### src/rtl/resp_pkg.sv
// Shared types and message ROM for the verdict response transmitter.
// Both 5-byte messages are packed with byte 0 in the low bits.
package resp_pkg;

  typedef enum logic {MSG_ACK, MSG_NAK} msg_t;

  typedef enum logic [1:0] {IDLE, SEND, WAIT} seq_state_t;

  localparam int MSG_LEN = 5;

  typedef logic [2:0] byte_idx_t;

  localparam byte_idx_t LAST_IDX = byte_idx_t'(MSG_LEN - 1);

  // NOTE: the ROM is pure constant data, so there is no storage here to reset.
  localparam logic [8*MSG_LEN-1:0] ACK_ROM = {8'h0A, 8'h0D, 8'h4B, 8'h43, 8'h41};
  localparam logic [8*MSG_LEN-1:0] NAK_ROM = {8'h0A, 8'h0D, 8'h4B, 8'h41, 8'h4E};

  function automatic logic [7:0] msg_byte(input msg_t kind, input byte_idx_t idx);
    logic [8*MSG_LEN-1:0] rom;
    rom = (kind == MSG_NAK) ? NAK_ROM : ACK_ROM;
    return rom[{idx, 3'b000} +: 8];
  endfunction

endpackage

### src/rtl/uart_resp_tx_if.sv
// Verdict inputs and serial/status outputs of the response transmitter.
interface uart_resp_tx_if;
  logic accept;
  logic reject;
  logic tx;
  logic busy;
  logic overflow;

  modport master (output accept, output reject, input tx, input busy, input overflow);
  modport slave  (input accept, input reject, output tx, output busy, output overflow);
endinterface

### src/rtl/uart_tx.sv
// Generic 8N1 byte transmitter. done fires one cycle before the stop bit ends so a
// following start can be accepted in the last stop cycle, giving back-to-back frames.
module uart_tx #(
  parameter int CLKS_PER_BIT = 104
) (
  input  logic       clk,
  input  logic       rst_n,
  input  logic       start,
  input  logic [7:0] data,
  output logic       tx,
  output logic       busy,
  output logic       done
);

  localparam int CW = $clog2(CLKS_PER_BIT);
  localparam logic [CW-1:0] CNT_LAST = CW'(CLKS_PER_BIT - 1);
  localparam logic [CW-1:0] CNT_DONE = CW'(CLKS_PER_BIT - 2);
  localparam logic [3:0]    STOP_BIT = 4'd9;

  logic [CW-1:0] cnt_q, cnt_d;
  logic [3:0]    bit_q, bit_d;
  logic [7:0]    data_q, data_d;
  logic          tx_q, tx_d;
  logic          busy_q, busy_d;
  logic          bit_end, frame_end, load;

  // NOTE: every signal written here gets a default first, so no latch is inferred.
  always_comb begin
    cnt_d  = cnt_q;
    bit_d  = bit_q;
    data_d = data_q;
    tx_d   = tx_q;
    busy_d = busy_q;

    bit_end   = busy_q && (cnt_q == CNT_LAST);
    frame_end = bit_end && (bit_q == STOP_BIT);
    // Busy except for the final stop cycle, where a new frame may chain on.
    load      = start && (!busy_q || frame_end);

    if (load) begin
      busy_d = 1'b1;
      cnt_d  = '0;
      bit_d  = '0;
      data_d = data;
      tx_d   = 1'b0;
    end else if (frame_end) begin
      busy_d = 1'b0;
      cnt_d  = '0;
      tx_d   = 1'b1;
    end else if (bit_end) begin
      cnt_d = '0;
      bit_d = bit_q + 4'd1;
      tx_d  = (bit_q == 4'd8) ? 1'b1 : data_q[bit_q[2:0]];
    end else if (busy_q) begin
      cnt_d = cnt_q + 1'b1;
    end
  end

  // NOTE: state flops use non-blocking assignments so all of them update together.
  always_ff @(posedge clk or negedge rst_n) begin
    if (!rst_n) begin
      cnt_q  <= '0;
      bit_q  <= '0;
      data_q <= '0;
      tx_q   <= 1'b1;
      busy_q <= 1'b0;
    end else begin
      cnt_q  <= cnt_d;
      bit_q  <= bit_d;
      data_q <= data_d;
      tx_q   <= tx_d;
      busy_q <= busy_d;
    end
  end

  assign tx   = tx_q;
  assign busy = busy_q;
  assign done = busy_q && (bit_q == STOP_BIT) && (cnt_q == CNT_DONE);

endmodule

### src/rtl/uart_resp_tx.sv
// Turns accept/reject pulses into "ACK\r\n" / "NAK\r\n" on a UART line, with a
// one-deep pending slot in front of a per-message byte sequencer.
module uart_resp_tx
  import resp_pkg::*;
#(
  parameter int CLKS_PER_BIT = 104
) (
  input  logic           clk,
  input  logic           rst_n,
  uart_resp_tx_if.slave  bus
);

  seq_state_t state_q, state_d;
  msg_t       msg_q, msg_d;
  byte_idx_t  idx_q, idx_d;
  logic       pend_q, pend_d;
  msg_t       pend_msg_q, pend_msg_d;
  logic       ovf_q, ovf_d;

  logic       event_in;
  logic       byte_start;
  logic       byte_done;
  logic [7:0] byte_data;
  logic       utx_busy;
  logic       utx_tx;

  // Pending slot: the pop and a load can never coincide, since a load needs it empty.
  always_comb begin
    pend_d     = pend_q;
    pend_msg_d = pend_msg_q;
    ovf_d      = 1'b0;
    event_in   = bus.accept || bus.reject;

    if ((state_q == IDLE) && pend_q) begin
      pend_d = 1'b0;
    end
    if (event_in) begin
      if (pend_q) begin
        ovf_d = 1'b1;
      end else begin
        pend_d     = 1'b1;
        pend_msg_d = bus.reject ? MSG_NAK : MSG_ACK;
      end
    end
  end

  always_comb begin
    state_d = state_q;
    msg_d   = msg_q;
    idx_d   = idx_q;
    unique case (state_q)
      IDLE: begin
        if (pend_q) begin
          msg_d   = pend_msg_q;
          idx_d   = '0;
          state_d = SEND;
        end
      end
      SEND: state_d = WAIT;
      WAIT: begin
        if (byte_done) begin
          if (idx_q == LAST_IDX) begin
            state_d = IDLE;
          end else begin
            idx_d   = idx_q + 3'd1;
            state_d = SEND;
          end
        end
      end
      default: state_d = IDLE;
    endcase
  end

  always_comb begin
    byte_start = (state_q == SEND);
    byte_data  = msg_byte(msg_q, idx_q);
  end

  always_ff @(posedge clk or negedge rst_n) begin
    if (!rst_n) begin
      state_q    <= IDLE;
      msg_q      <= MSG_ACK;
      idx_q      <= '0;
      pend_q     <= 1'b0;
      pend_msg_q <= MSG_ACK;
      ovf_q      <= 1'b0;
    end else begin
      state_q    <= state_d;
      msg_q      <= msg_d;
      idx_q      <= idx_d;
      pend_q     <= pend_d;
      pend_msg_q <= pend_msg_d;
      ovf_q      <= ovf_d;
    end
  end

  uart_tx #(
    .CLKS_PER_BIT (CLKS_PER_BIT)
  ) u_uart_tx (
    .clk   (clk),
    .rst_n (rst_n),
    .start (byte_start),
    .data  (byte_data),
    .tx    (utx_tx),
    .busy  (utx_busy),
    .done  (byte_done)
  );

  // The sequencer returns to IDLE during the last stop cycle, so the byte
  // transmitter's own busy covers that final cycle.
  assign bus.tx       = utx_tx;
  assign bus.busy     = (state_q != IDLE) || utx_busy;
  assign bus.overflow = ovf_q;

endmodule
### src/flat_wrapper.sv
// flat-port wrapper written by rule: the top's interface ports become plain ports
module uart_resp_tx_flat import resp_pkg::*;
#(
  parameter int CLKS_PER_BIT = 104
)
  (clk, rst_n, bus_accept, bus_reject, bus_tx, bus_busy, bus_overflow);
  uart_resp_tx_if bus_i ();
  input  logic clk;
  input  logic rst_n;
  input wire logic [$bits(bus_i.accept)-1:0] bus_accept;
  input wire logic [$bits(bus_i.reject)-1:0] bus_reject;
  output wire logic [$bits(bus_i.tx)-1:0] bus_tx;
  output wire logic [$bits(bus_i.busy)-1:0] bus_busy;
  output wire logic [$bits(bus_i.overflow)-1:0] bus_overflow;
  assign bus_i.accept = bus_accept;
  assign bus_i.reject = bus_reject;
  assign bus_tx = bus_i.tx;
  assign bus_busy = bus_i.busy;
  assign bus_overflow = bus_i.overflow;
  uart_resp_tx #(.CLKS_PER_BIT(CLKS_PER_BIT)) u_core (.clk(clk), .rst_n(rst_n), .bus(bus_i));
endmodule
### config.mk
export PLATFORM = sky130hd
export DESIGN_NAME = uart_resp_tx_flat
export DESIGN_NICKNAME = d
export VERILOG_FILES = /design/src/rtl/resp_pkg.sv /design/src/rtl/uart_resp_tx_if.sv /design/src/rtl/uart_tx.sv /design/src/rtl/uart_resp_tx.sv /design/src/flat_wrapper.sv
export SDC_FILE = /design/constraint.sdc
export NUM_CORES = 1
export LEC_CHECK = 0
export BUFFER_PORTS_ARGS = -buffer_cell sky130_fd_sc_hd__clkbuf_2
export CAP_MARGIN = 20
export CORE_MARGIN = 4
export CORE_UTILIZATION = 50
export DETAILED_ROUTE_END_ITERATION = 7
export GPL_TIMING_DRIVEN = 0
export HOLD_SLACK_MARGIN = 0.08
export MAX_ROUTING_LAYER = met4
export PLACE_DENSITY_LB_ADDON = 0.2
export SYNTH_ARGS = -nofsm -noshare
export SYNTH_HDL_FRONTEND = slang
export SYNTH_SLANG_ARGS = --single-unit
### constraint.sdc
create_clock -name clk -period 1.81 [get_ports clk]
set_input_delay 0.362 -clock clk [delete_from_list [all_inputs] [get_ports clk]]
set_output_delay 0.362 -clock clk [all_outputs]
set_load 0.03 [all_outputs]
Word level (Yosys, flattened, before mapping)
Index checks and enable logic that the tools add are counted.
Cells by class
  add/subtract/negate cells: 3
  magnitude comparators: 1
  eq/ne operators: 11
  shift-type cells: 1
  muxes and demuxes: 30
  bitwise logic cells: 1
  reductions and logical operators: 22
Operator list (count)
  $shiftx A40 B7 Y8: 1
  $mux W7: 4
  $eq A7 B7 Y1 const B: 2
  $mux W1: 14
  $mux W4: 3
  $mux W10: 1
  $mux W3: 3
  $eq A4 B4 Y1 const B: 2
  $reduce_and A2 Y1: 4
  $reduce_bool A2 Y1: 4
  $add A7 B1 Y7 const B: 1
  $logic_and A1 B1 Y1: 6
  $ne A2 B1 Y1 const B: 3
  $pmux W2 S3: 1
  $pmux W3 S2: 1
  $add A4 B1 Y4 const B: 1
  $lt A3 B4 Y1 const B: 1
  $mux W2: 2
  $reduce_and A4 Y1: 1
  $reduce_bool A4 Y1: 1
  $add A3 B1 Y3 const B: 1
  $bmux W1 S3: 1
  $eq A3 B3 Y1 const B: 1
  $logic_or A1 B1 Y1: 3
  7 further kinds: 7
Storage, ports and cells
  flip-flop bits (word level): 30
  bits of input ports: 4
  output and inout bits: 3
  word-level logic and storage cells: 80

Logic depth before layout (Yosys ltp)
  word-level depth: 7
  depth in mapped cells: 6
  mapped depth without buffers: 6

Modules after synthesis
From an unflattened synthesis, not the netlist that was laid out.
Unflattened totals
  cell total of the unflattened synthesis: 163
  area, all modules: 1790.5 µm²
By module, submodules not included
  uart_tx: instances 1, cells each 104, area each 1198.6 µm², seq. area each 526.8 µm²
  uart_resp_tx: instances 1, cells each 59, area each 591.8 µm², seq. area each 225.2 µm²

Worst setup path before layout
No wires, ideal clock.
  kind: register -> register
  start point: register u_core.u_uart_tx.bit_q[1]
  end point: register u_core.u_uart_tx.data_q[0]
  library setup time: 0.125 ns
  arrival: 1.609 ns
  required time: 1.685 ns
  setup slack: 0.075 ns
  cell stages (with the launch flop): 7
  path buffers: 0
  clock period less this slack: 1.735 ns
  cells stage by stage: dfrtp_1 -> inv_1 -> ha_1 -> nand3b_4 -> o31a_4 -> nor2_8 -> mux2_4
Between the ends
  word-level cells in the longest chain between the ends: 4
Ends and longest elaborated chain
  start: declaration: RTL line uart_tx.sv:21  | logic [3:0] bit_q, bit_d;
  start signal: assignment: RTL line uart_tx.sv:69  | bit_q <= bit_d;
  $eq A4 B4 Y1: RTL line uart_tx.sv:36  | frame_end = bit_end && (bit_q == STOP_BIT);
  $logic_and A1 B1 Y1: RTL line uart_tx.sv:36
  $logic_or A1 B1 Y1: RTL line uart_tx.sv:38  | load = start && (!busy_q || frame_end);
  $logic_and A1 B1 Y1: RTL line uart_tx.sv:38
  end signal: assignment: RTL line uart_tx.sv:70  | data_q <= data_d;
  end: declaration: RTL line uart_tx.sv:22  | logic [7:0] data_q, data_d;
Every way passes these cells.
A chain may end at the register's enable or synchronous reset.

Worst setup path in the final report
  start point: register u_core.u_uart_tx.busy_q, in the netlist u_core.u_uart_tx.busy
  end point: output bus_busy
Between the ends
  word-level cells in the longest chain between the ends: 1
Ends and longest elaborated chain
  start: declaration: RTL line uart_tx.sv:24  | logic busy_q, busy_d;
  start signal: assignment: RTL line uart_tx.sv:72  | busy_q <= busy_d;
  $logic_or A1 B1 Y1: RTL line uart_resp_tx.sv:112  | assign bus.busy = (state_q != IDLE) || utx_busy;
  end: declaration: RTL line flat_wrapper.sv:13  | output wire logic [$bits(bus_i.busy)-1:0] bus_busy;
Every way passes these cells.

==> results.sh <==
export IMPL_netlist_cell_type_count=39
export IMPL_finalCritPeriodShare_pct=97.8
export IMPL_whs_path_depth=2
export IMPL_fmax_ghz=0.565
export IMPL_grt_pass1_vias=1078
export IMPL_finClkSkew_ns=0.00661
export IMPL_antenna_found_initial=0
export IMPL_cp_data_required_time_ns=1.45
export IMPL_ios=7
export IMPL_first_pass_iters=4
export IMPL_num_antenna_cells=0
export IMPL_r2r_cells=6
export IMPL_track_usage_pct=15.1
export IMPL_coreArea_mm2=0.00285
export IMPL_layout_drive_gt1_share_pct=24.6
export IMPL_r2r_end="u_core.u_uart_tx.data_q[1]"
export IMPL_h_tree_depth=1
export IMPL_r2r_setup_slack_ns=0.07
export IMPL_ys_seq_elements=27
export IMPL_status="completed"
export IMPL_synthCells=147
export IMPL_powerDensity_mw_per_mm2=1130
export IMPL_final_cell_mix="dfrtp_1, o21ai_0, inv_1, nand2_1, buf_4"
export IMPL_wirelength_mm=2.83
export IMPL_maxSlewHeadroom_pct=55.8
export IMPL_ir_drop_uv=635
export IMPL_grt_max_degree=28
export IMPL_fin_cells=198
export IMPL_crit_fanout=10
export IMPL_ant_nets=0
export IMPL_cts_root_buf="clkbuf_4"
export IMPL_rr_startpoint="u_core.u_uart_tx.bit_q[1]"
export IMPL_die_h_um=63.6
export IMPL_finish_net_count=181
export IMPL_critPathCaptureType="primary output"
export IMPL_synth_top_family_by_area="compound AO/OA/AOI/OAI gates"
export IMPL_p_total_mw=1.98
export IMPL_numCtsBuffers=3
export IMPL_syn_avg_cell_area_um2=10.5
export IMPL_area_delta_synth_final_pct=12.8
export IMPL_die_area_mm2=0.00404
export IMPL_fp_dieW_um=63.6
export IMPL_hpwl_mm=2.04
export IMPL_synth_edf_count=0
export IMPL_place_gp_congestion=0.867
export IMPL_synthFlopType="dfrtp_1"
export IMPL_io_buffers=6
export IMPL_clk_latency_ns=0.33
export IMPL_num_rows=19
export IMPL_yosys_area_share_simple_pct=15.7
export IMPL_seq_area_frac_synth_pct=43.8
export IMPL_crit_path_start_kind="flip-flop"
export IMPL_drt_iter0_drc=50
export IMPL_start_util_pct=54.1
export IMPL_tightestPinTransition_ns=0.664
export IMPL_syn_nets=160
export IMPL_vias=1152
export IMPL_path_class="flip-flop to primary output"
export IMPL_fin_crit_ns=1.77
export IMPL_synth_area_mux_share_pct=9.72
export IMPL_synthXorXnorAreaFrac_pct=1.70
export IMPL_async_flop_share_pct=100
export IMPL_hp_class="input port to flip-flop"
export IMPL_synth_compound_area_share_pct=17.5
export IMPL_place_inst=184
export IMPL_finalHoldViolCount=0
export IMPL_clkSlewWorstSetupHoldPaths_ns=0.14
export IMPL_clock_sinks=27
export IMPL_setup_viol=0
export IMPL_grt_first_pass_wirelength_mm=4.76
export IMPL_arrival_ns=1.41
export IMPL_route_detailed_drc=0
export IMPL_synthAdderAreaFrac_pct=7.29
export IMPL_cts_buffer_depth=2
export IMPL_max_cap_violations=0
export IMPL_avgRoutedWirePerCell_um=14.3
export IMPL_drv_slew=0
export IMPL_min_to="u_core.bus.overflow"
export IMPL_p_leak_nw=0.829
export IMPL_post_drt_via_cell_ratio=5.82
export IMPL_synth_warning_count=0
export IMPL_min_delay_start="bus_accept"
export IMPL_synth_cell_area_mm2=0.00154
export IMPL_final_common_cell="dfrtp_1"
export IMPL_grt_overflow_total=0
export IMPL_hold_ws_ns=0.259
export IMPL_cts_tree="yes"
[report_power, final]
part | switching (mW) | internal, mW
sequential | 0.210 | 0.801
combinational | 0.343 | 0.353
clock | 0.186 | 0.0831
[synthesized netlist by cell type, types with 3 or more instances]
cell      count  share of area [%]
dfrtp_1      26                 42
o21bai_1      3                1.5
nand2_1      12                2.9
nand3_1       6                1.9
xor2_1        3                1.7
a21oi_1       7                2.3
inv_1        13                3.2
o21a_1        3                1.5
o22ai_1       3                1.2
nor2_1        7                1.7
mux2i_1       3                1.9
o21ai_0      15                4.9
or3_1         3                1.2
ha_1          9                7.3
mux2_4        5                4.9
[sequential cells by signal, summed over array words and instances (netlist names)]
signal,count
u_core.bus.overflow,1
u_core.idx_q,3
u_core.msg_q,1
u_core.pend_msg_q,1
u_core.pend_q,1
u_core.state_q,2
u_core.u_uart_tx.bit_q,4
u_core.u_uart_tx.busy,1
u_core.u_uart_tx.cnt_q,7
u_core.u_uart_tx.data_q,5
u_core.u_uart_tx.tx,1
[through the flow]
stage / instance area [um^2] / utilization, % / setup slack [ns] / TNS [ns]
after floorplan: 1540 / - / 0.0754 / 0
after global placement: 1610 / 56.5 / -0.0259 / -0.139
after detailed placement: 1610 / 56.5 / -0.0830 / -0.440
after CTS: 1670 / 58.5 / 0.0225 / 0
after global routing: 1740 / 61.1 / -0.0156 / -0.0156
final: 1740 / 61.1 / 0.0400 / 0
[worst max-delay path: stages, from the launching register on]
cell and delay (ns):
dfrtp_1 0.41, buf_4 0.17, or3_1 0.32, buf_4 0.18
[worst max path at each step]
stage | startpoint | end | cells past startpoint
2_1_floorplan | u_core.u_uart_tx.bit_q[1] | u_core.u_uart_tx.data_q[0] | 6
3_3_place_gp | u_core.u_uart_tx.bit_q[1] | u_core.u_uart_tx.data_q[0] | 6
3_5_place_dp | u_core.u_uart_tx.bit_q[1] | u_core.u_uart_tx.data_q[1] | 6
4_1_cts | u_core.u_uart_tx.busy | bus_busy | 3
5_1_grt | u_core.u_uart_tx.busy | bus_busy | 3
6_report | u_core.u_uart_tx.busy | bus_busy | 3
[layer usage]
layer	up-vias	share of wire [%]	GRT usage, %
li1	568	-	-
met1	555	47	19.9
met2	24	48	23.7
met3	5	3.2	2.13
met4	0	1.4	5.39
met5	-	0	-
[final cells by class]
type                            count  area, um^2
Clock inverter                      1        5.00
Buffer                              3        16.3
Multi-Input combinational cell    104         822
Fill cell                         240        1110
Inverter                           13        48.8
Clock buffer                        3        22.5
Timing Repair Buffer               16         110
Sequential cell                    27         678
Tap cell                           31        38.8
[what timing repair did]
action                     CTS  global route
hold buffers                 1             0
gates resized for setup      2             7
pin swaps                    1             2
hold endpoints to repair    26             0
setup endpoints to repair    9             9
buffers inserted             2             7
[kinds of logic (layout without fill, tap and decap cells)]
kind of cell | Yosys count | in the layout
xor+xnor | 3 | 3
simple gates | 39 | 39
compound gates | 42 | 42
buf+inv | 16 | 36
fa+ha+maj | 9 | 9
flops | 27 | 27
mux | 11 | 11
(Power assumes the default switching activity.)
